==> config.mk <==
export PLATFORM = sky130hd
export DESIGN_NAME = seg7_scan_driver
export DESIGN_NICKNAME = d
export VERILOG_FILES = /design/src/rtl/seg7_pkg.sv /design/src/rtl/seg7_decode.sv /design/src/rtl/seg7_scan_driver.sv
export SDC_FILE = /design/constraint.sdc
export NUM_CORES = 1
export LEC_CHECK = 0
export ABC_AREA = 1
export ABC_CLOCK_PERIOD_IN_PS = 4430
export CORE_ASPECT_RATIO = 0.5
export CORE_UTILIZATION = 55
export DETAILED_ROUTE_END_ITERATION = 7
export PLACE_DENSITY = 0.87
export SYNTH_ARGS = -nofsm -noshare
export SYNTH_HDL_FRONTEND = slang
export SYNTH_SLANG_ARGS = --single-unit
==> constraint.sdc <==
create_clock -name clk -period 4.43 [get_ports clk]
set_input_delay 0.443 -clock clk [delete_from_list [all_inputs] [get_ports clk]]
set_output_delay 0.443 -clock clk [all_outputs]
set_load 0.01 [all_outputs]
==> src/rtl/seg7_pkg.sv <==
// Shared seven-segment glyph table, hex decoder and polarity helper.
package seg7_pkg;

  localparam logic [6:0] GLYPH_0 = 7'h3F;
  localparam logic [6:0] GLYPH_1 = 7'h06;
  localparam logic [6:0] GLYPH_2 = 7'h5B;
  localparam logic [6:0] GLYPH_3 = 7'h4F;
  localparam logic [6:0] GLYPH_4 = 7'h66;
  localparam logic [6:0] GLYPH_5 = 7'h6D;
  localparam logic [6:0] GLYPH_6 = 7'h7D;
  localparam logic [6:0] GLYPH_7 = 7'h07;
  localparam logic [6:0] GLYPH_8 = 7'h7F;
  localparam logic [6:0] GLYPH_9 = 7'h6F;
  localparam logic [6:0] GLYPH_A = 7'h77;
  localparam logic [6:0] GLYPH_B = 7'h7C;
  localparam logic [6:0] GLYPH_C = 7'h39;
  localparam logic [6:0] GLYPH_D = 7'h5E;
  localparam logic [6:0] GLYPH_E = 7'h79;
  localparam logic [6:0] GLYPH_F = 7'h71;
  localparam logic [6:0] GLYPH_BLANK = 7'h00;

  // Segment order is {g,f,e,d,c,b,a}, active-high.
  function automatic logic [6:0] hex2seg(input logic [3:0] nib);
    logic [6:0] s;
    case (nib)
      4'h0: s = GLYPH_0;
      4'h1: s = GLYPH_1;
      4'h2: s = GLYPH_2;
      4'h3: s = GLYPH_3;
      4'h4: s = GLYPH_4;
      4'h5: s = GLYPH_5;
      4'h6: s = GLYPH_6;
      4'h7: s = GLYPH_7;
      4'h8: s = GLYPH_8;
      4'h9: s = GLYPH_9;
      4'hA: s = GLYPH_A;
      4'hB: s = GLYPH_B;
      4'hC: s = GLYPH_C;
      4'hD: s = GLYPH_D;
      4'hE: s = GLYPH_E;
      default: s = GLYPH_F;
    endcase
    return s;
  endfunction

  function automatic logic [6:0] seg_off_level(input logic active_low);
    return active_low ? 7'h7F : 7'h00;
  endfunction

endpackage

==> src/rtl/seg7_decode.sv <==
// Combinational nibble/dp decode with blanking and output polarity.
module seg7_decode
  import seg7_pkg::*;
#(
  parameter bit ACTIVE_LOW = 1'b0
) (
  input  logic [3:0] nib,
  input  logic       dp_in,
  input  logic       blank,
  output logic [6:0] seg,
  output logic       dp
);

  always_comb begin
    seg = blank ? GLYPH_BLANK : hex2seg(nib);
    dp  = dp_in & ~blank;
    if (ACTIVE_LOW) begin
      seg = ~seg;
      dp  = ~dp;
    end
  end

endmodule

==> src/rtl/seg7_scan_driver.sv <==
// Time-multiplexed seven-segment scanner with double-buffered frames that
// swap only at frame boundaries (or immediately while the display is dark).
module seg7_scan_driver
  import seg7_pkg::*;
#(
  parameter int NDIG           = 4,
  parameter int PRESCALE       = 1000,
  parameter int GUARD          = 2,
  parameter int SEG_ACTIVE_LOW = 0
) (
  input  logic              clk,
  input  logic              rst,
  input  logic              en,
  input  logic              blank_lz,
  input  logic              wr_valid,
  output logic              wr_ready,
  input  logic [4*NDIG-1:0] wr_data,
  input  logic [NDIG-1:0]   wr_dp,
  output logic [6:0]        seg,
  output logic              dp,
  output logic [NDIG-1:0]   dig_en,
  output logic              frame_done
);

  localparam int PW = (PRESCALE > 1) ? $clog2(PRESCALE) : 1;
  localparam int IW = (NDIG > 1) ? $clog2(NDIG) : 1;
  localparam logic [PW-1:0] P_LAST  = PW'(PRESCALE - 1);
  localparam logic [IW-1:0] I_LAST  = IW'(NDIG - 1);
  localparam logic [PW-1:0] GUARD_P = PW'(GUARD);
  localparam bit            AL      = (SEG_ACTIVE_LOW != 0);
  localparam logic [6:0]    SEG_OFF = seg_off_level(AL);

  logic [PW-1:0]     p_q, p_d;
  logic [IW-1:0]     idx_q, idx_d;
  logic [4*NDIG-1:0] disp_data_q, disp_data_d;
  logic [NDIG-1:0]   disp_dp_q, disp_dp_d;
  logic [4*NDIG-1:0] pend_data_q, pend_data_d;
  logic [NDIG-1:0]   pend_dp_q, pend_dp_d;
  logic              pend_v_q, pend_v_d;
  logic [6:0]        seg_q, seg_d;
  logic              dp_q, dp_d;
  logic [NDIG-1:0]   dig_en_q, dig_en_d;
  logic              frame_done_q, frame_done_d;

  logic              in_guard;
  logic              last_slot;
  logic              boundary;
  logic              lit;
  logic [3:0]        cur_nib;
  logic              cur_dp;
  logic [NDIG-1:0]   lz_blank;
  logic              hi_zero;

  if (GUARD == 0) begin : g_no_guard
    assign in_guard = 1'b0;
  end else begin : g_guard
    assign in_guard = (p_q < GUARD_P);
  end

  // Digit d>0 is a leading zero when it and every digit above it are 0 with no dp.
  always_comb begin
    hi_zero  = 1'b1;
    lz_blank = '0;
    for (int d = NDIG - 1; d >= 0; d--) begin
      hi_zero = hi_zero & (disp_data_q[4*d +: 4] == 4'h0) & ~disp_dp_q[d];
      if (d != 0) lz_blank[d] = blank_lz & hi_zero;
    end
  end

  assign last_slot = (p_q == P_LAST);
  assign boundary  = en & last_slot & (idx_q == I_LAST);
  assign cur_nib   = disp_data_q[4*idx_q +: 4];
  assign cur_dp    = disp_dp_q[idx_q];
  // Segments are driven only while the digit is enabled, so guard cycles are fully dark.
  assign lit       = en & ~in_guard & ~lz_blank[idx_q];

  seg7_decode #(.ACTIVE_LOW(AL)) u_decode (
    .nib   (cur_nib),
    .dp_in (cur_dp),
    .blank (~lit),
    .seg   (seg_d),
    .dp    (dp_d)
  );

  always_comb begin
    p_d          = p_q;
    idx_d        = idx_q;
    disp_data_d  = disp_data_q;
    disp_dp_d    = disp_dp_q;
    pend_data_d  = pend_data_q;
    pend_dp_d    = pend_dp_q;
    pend_v_d     = pend_v_q;
    dig_en_d     = '0;
    frame_done_d = boundary;

    if (en) begin
      if (last_slot) begin
        p_d   = '0;
        idx_d = (idx_q == I_LAST) ? '0 : idx_q + IW'(1);
      end else begin
        p_d = p_q + PW'(1);
      end
    end

    // While dark nothing can tear, so a pending frame is taken at once.
    if (pend_v_q && (boundary || !en)) begin
      disp_data_d = pend_data_q;
      disp_dp_d   = pend_dp_q;
      pend_v_d    = 1'b0;
    end else if (wr_valid && !pend_v_q) begin
      pend_data_d = wr_data;
      pend_dp_d   = wr_dp;
      pend_v_d    = 1'b1;
    end

    if (lit) dig_en_d[idx_q] = 1'b1;
  end

  always_ff @(posedge clk or negedge rst) begin
    if (!rst) begin
      p_q          <= '0;
      idx_q        <= '0;
      disp_data_q  <= '0;
      disp_dp_q    <= '0;
      pend_data_q  <= '0;
      pend_dp_q    <= '0;
      pend_v_q     <= 1'b0;
      seg_q        <= SEG_OFF;
      dp_q         <= AL;
      dig_en_q     <= '0;
      frame_done_q <= 1'b0;
    end else begin
      p_q          <= p_d;
      idx_q        <= idx_d;
      disp_data_q  <= disp_data_d;
      disp_dp_q    <= disp_dp_d;
      pend_data_q  <= pend_data_d;
      pend_dp_q    <= pend_dp_d;
      pend_v_q     <= pend_v_d;
      seg_q        <= seg_d;
      dp_q         <= dp_d;
      dig_en_q     <= dig_en_d;
      frame_done_q <= frame_done_d;
    end
  end

  assign wr_ready   = ~pend_v_q;
  assign seg        = seg_q;
  assign dp         = dp_q;
  assign dig_en     = dig_en_q;
  assign frame_done = frame_done_q;

endmodule

==> results.md <==
- Row count: 19
- WL per Instance: 14.1 µm
- Post-CTS Hold Fix Bufs: 0
- Largest net degree at the start of global routing: 67
- Slew headroom: 0.445
- Commonest non-fill, non-tap cells in the layout: 104 x nand2_1, 66 x dfrtp_1, 53 x nand3_1
- Initial Utilization: 0.577
- Peak supply drop: 348 µV
- Fraction of layout cells with a size suffix above 1: 0.131
- Horiz. Die Dim: around 110 µm
- Area Overhead vs Synth: 21.6%
- Met1 Use GR: 0.331
- Layout Cells excl Fill: 479
- Setup violations, final: 0
- Core area: 5560 µm²
- Leading cell type in the layout, fill and taps excluded: nand2_1
- Maxcap violations: 0
- Worst path cell trace: inv_1 > clkdlybuf4s50_1
- Post-route total power: slightly above 2 mW
- Antenna diode instance count: 0
- Hold Vio Cnt, Final: 0
- Syn avg cell area: approximately 9 µm²
- Htree depth: 3
- Die ar.: 6160 µm²
- DP HPWL: between 4 and 5 mm
- Initial antenna violation count: 0
- Syn nets: 397
- Die span in y: around 56 µm
- Final setup TNS: 0 ns
- Largest family of logic cells by synthesized area: simple AND/OR/NAND/NOR gates
- CTS buffer count: 9
- Cell accounting for the most synthesized area: dfrtp_1
- Library cells used by synthesis: 27
- Syn Inst Count: ~360
- Top post-synthesis cells by area: dfrtp_1 51%, nand2_1 12%, nand3_1 8.3%, mux2_2 7.0%, ha_1 3.5%
- Minimum clock period: about 2.3 ns
- Nets: 435
- WP data required: ~4 ns
- GR met2 Demand/Resource: 0.398
- Final worst-path cycle share: 0.522
- Worst Clk Skew: 0.00399 ns
- Largest delay share family, worst path: flip-flops
- Simple-gate share of the synthesized area: 0.277
- Post-Synth XOR/XNOR Area: 0.00273
- Slew Viols, Final: 0
- Global route overflow: 0
- CP endpoint kind: output pin
- CP max stage delay: 0.83 ns
- Mux cell area share after synthesis: 0.0702
- Clock transition at path regs: ~0.06 ns
- Yosys Warn Count: 0
- WS Path Type: register to output pin
- Post-DR vias/cell: 5.37
- Final Util: 0.702
- FILL cells: about 400
- Compound-Gate Fraction of Synth Area: 0.0378
- Status: finished clean
- Root Buffer: clkbuf_16
- Post-CTS setup buffer count: 0
- Vias in the first global route: about 2500
- Post-synth top area share: 0.515
- DRT Wirelength: between 6 and 7 mm
- Startpoint Class: register
- First DRT Iteration DRCs: roughly 200
- Clock latency on the worst-skew pair: approximately 0.33 ns
- Routability cong.: roughly 0.91
- Synth Area in Adders: 0.0351
- RSZ-0062 raised after global routing: no
- Internal reg-to-reg setup slack: ~2.2 ns
- PostCTS Resize Cnt: 0
- Min Hold Slack: ~0.28 ns
- DR DRC count: 0
- Tightest Pin Transition: 0.830 ns
- Post-DRT Antenna Nets: 0
- CTS tree: built
- Met3 global-route usage: 0.0948
- Max Freq: ~0.43 GHz
- CP Buf/Inv Count: 2
- Post-Syn Area: 3210 µm²
- Static Leak: about 1.9 nW
- CTS sink count: 66
- Ports: 39
- Worst Path Max Fanout: 22
- Seq/Total Area, Yosys: 0.515
- First-pass GRT wire length: ~12 mm
- Placed insts: between 400 and 500
- FF+latch count, synth: 66
- Slowest CP cell: dfrtp_1
- Vias: 2573
- PD cells: about 530 nW/µm²
- Min-delay worst type: input port to asynchronous set/reset pin
- Port Buf Inserts: 38
- Total Routing Usage GR: 0.255
- Drt pass-1 iters: 5
- CTS max path bufs: 2
- Top Usage Layer GRT: met2
- Signal arrival time at the worst endpoint: 1.87 ns
==> cells in the mapped netlist <==
master,instances
nand2_1,104
dfrtp_1,66
nand3_1,53
nor2_1,30
inv_1,28
mux2_2,20
a21oi_1,9
ha_1,9
buf_2,7
o21ai_0,7
buf_6,4
inv_2,3
nor3_1,3
or2_2,3
nand2_2,2
nand3_2,2
nand4_1,2
nor2_2,2
clkbuf_2,1
nand2_4,1
nand3b_1,1
nor3_2,1
o211ai_1,1
o21a_1,1
o21bai_1,1
o21bai_4,1
xor2_1,1
==> cells by family after synthesis <==
group,after synthesis
simple gates,204
flops,66
buf+inv,43
compound gates,20
mux,20
fa+ha+maj,9
xor+xnor,1
==> per-stage QoR <==
step,worst slack (ns),instance area [µm²]
6_report,2.12,3900
5_1_grt,2.06,3900
4_1_cts,2.14,3900
3_5_place_dp,2.27,3600
3_3_place_gp,2.39,3600
2_1_floorplan,2.86,3210
==> routing by layer <==
metal	vias up	wire length, µm
met2	95	3220
met1	1211	2960
met4	0	121
met5	-	0
met3	16	434
li1	1251	-
==> worst register-to-register path, cell delays in order (launching register included) <==
cell     delay [ns]
dfrtp_1        0.83
inv_1          0.17
nand2_1        0.66
mux2_2         0.43
==> where the power goes <==
part | switching, mW | internal (mW)
combinational | 0.255 | 0.210
sequential | 0.127 | 0.752
clock | 0.260 | 0.451
total | 0.642 | 1.41
==> path summary, 6_finish.rpt <==
kind / to / depth (start not counted) / from
setup / recovery: wr_ready / 2 / pend_v_q
max in group asynchronous: pend_dp_q[1] / 2 / rst
hold / removal: seg[3] / 2 / rst
setup reg to reg: pend_data_q[3] / 3 / pend_v_q
hold reg to reg: disp_dp_q[1] / 2 / disp_dp_q[1]
min in group clk: disp_dp_q[1] / 2 / disp_dp_q[1]
==> sequential cells by signal, indices dropped and copies added (netlist names) <==
register,flops
disp_dp_q,4
pend_data_q,16
pend_v_q,1
idx_q,2
dig_en,4
disp_data_q,16
frame_done,1
pend_dp_q,4
p_q,10
seg,7
dp,1
==> layout make-up <==
type                    instances  area (µm²)  area share
repair buffers                 39         383      0.0981
inverters                      31         116      0.0298
clock buffers                  10         239      0.0612
clock inverters                 6        65.1      0.0167
well taps                      73        91.3      0.0234
flip-flops and latches         66        1650       0.423
multi-input cells             254        1360       0.348
Note: power is estimated with default switching activity, not from simulation.
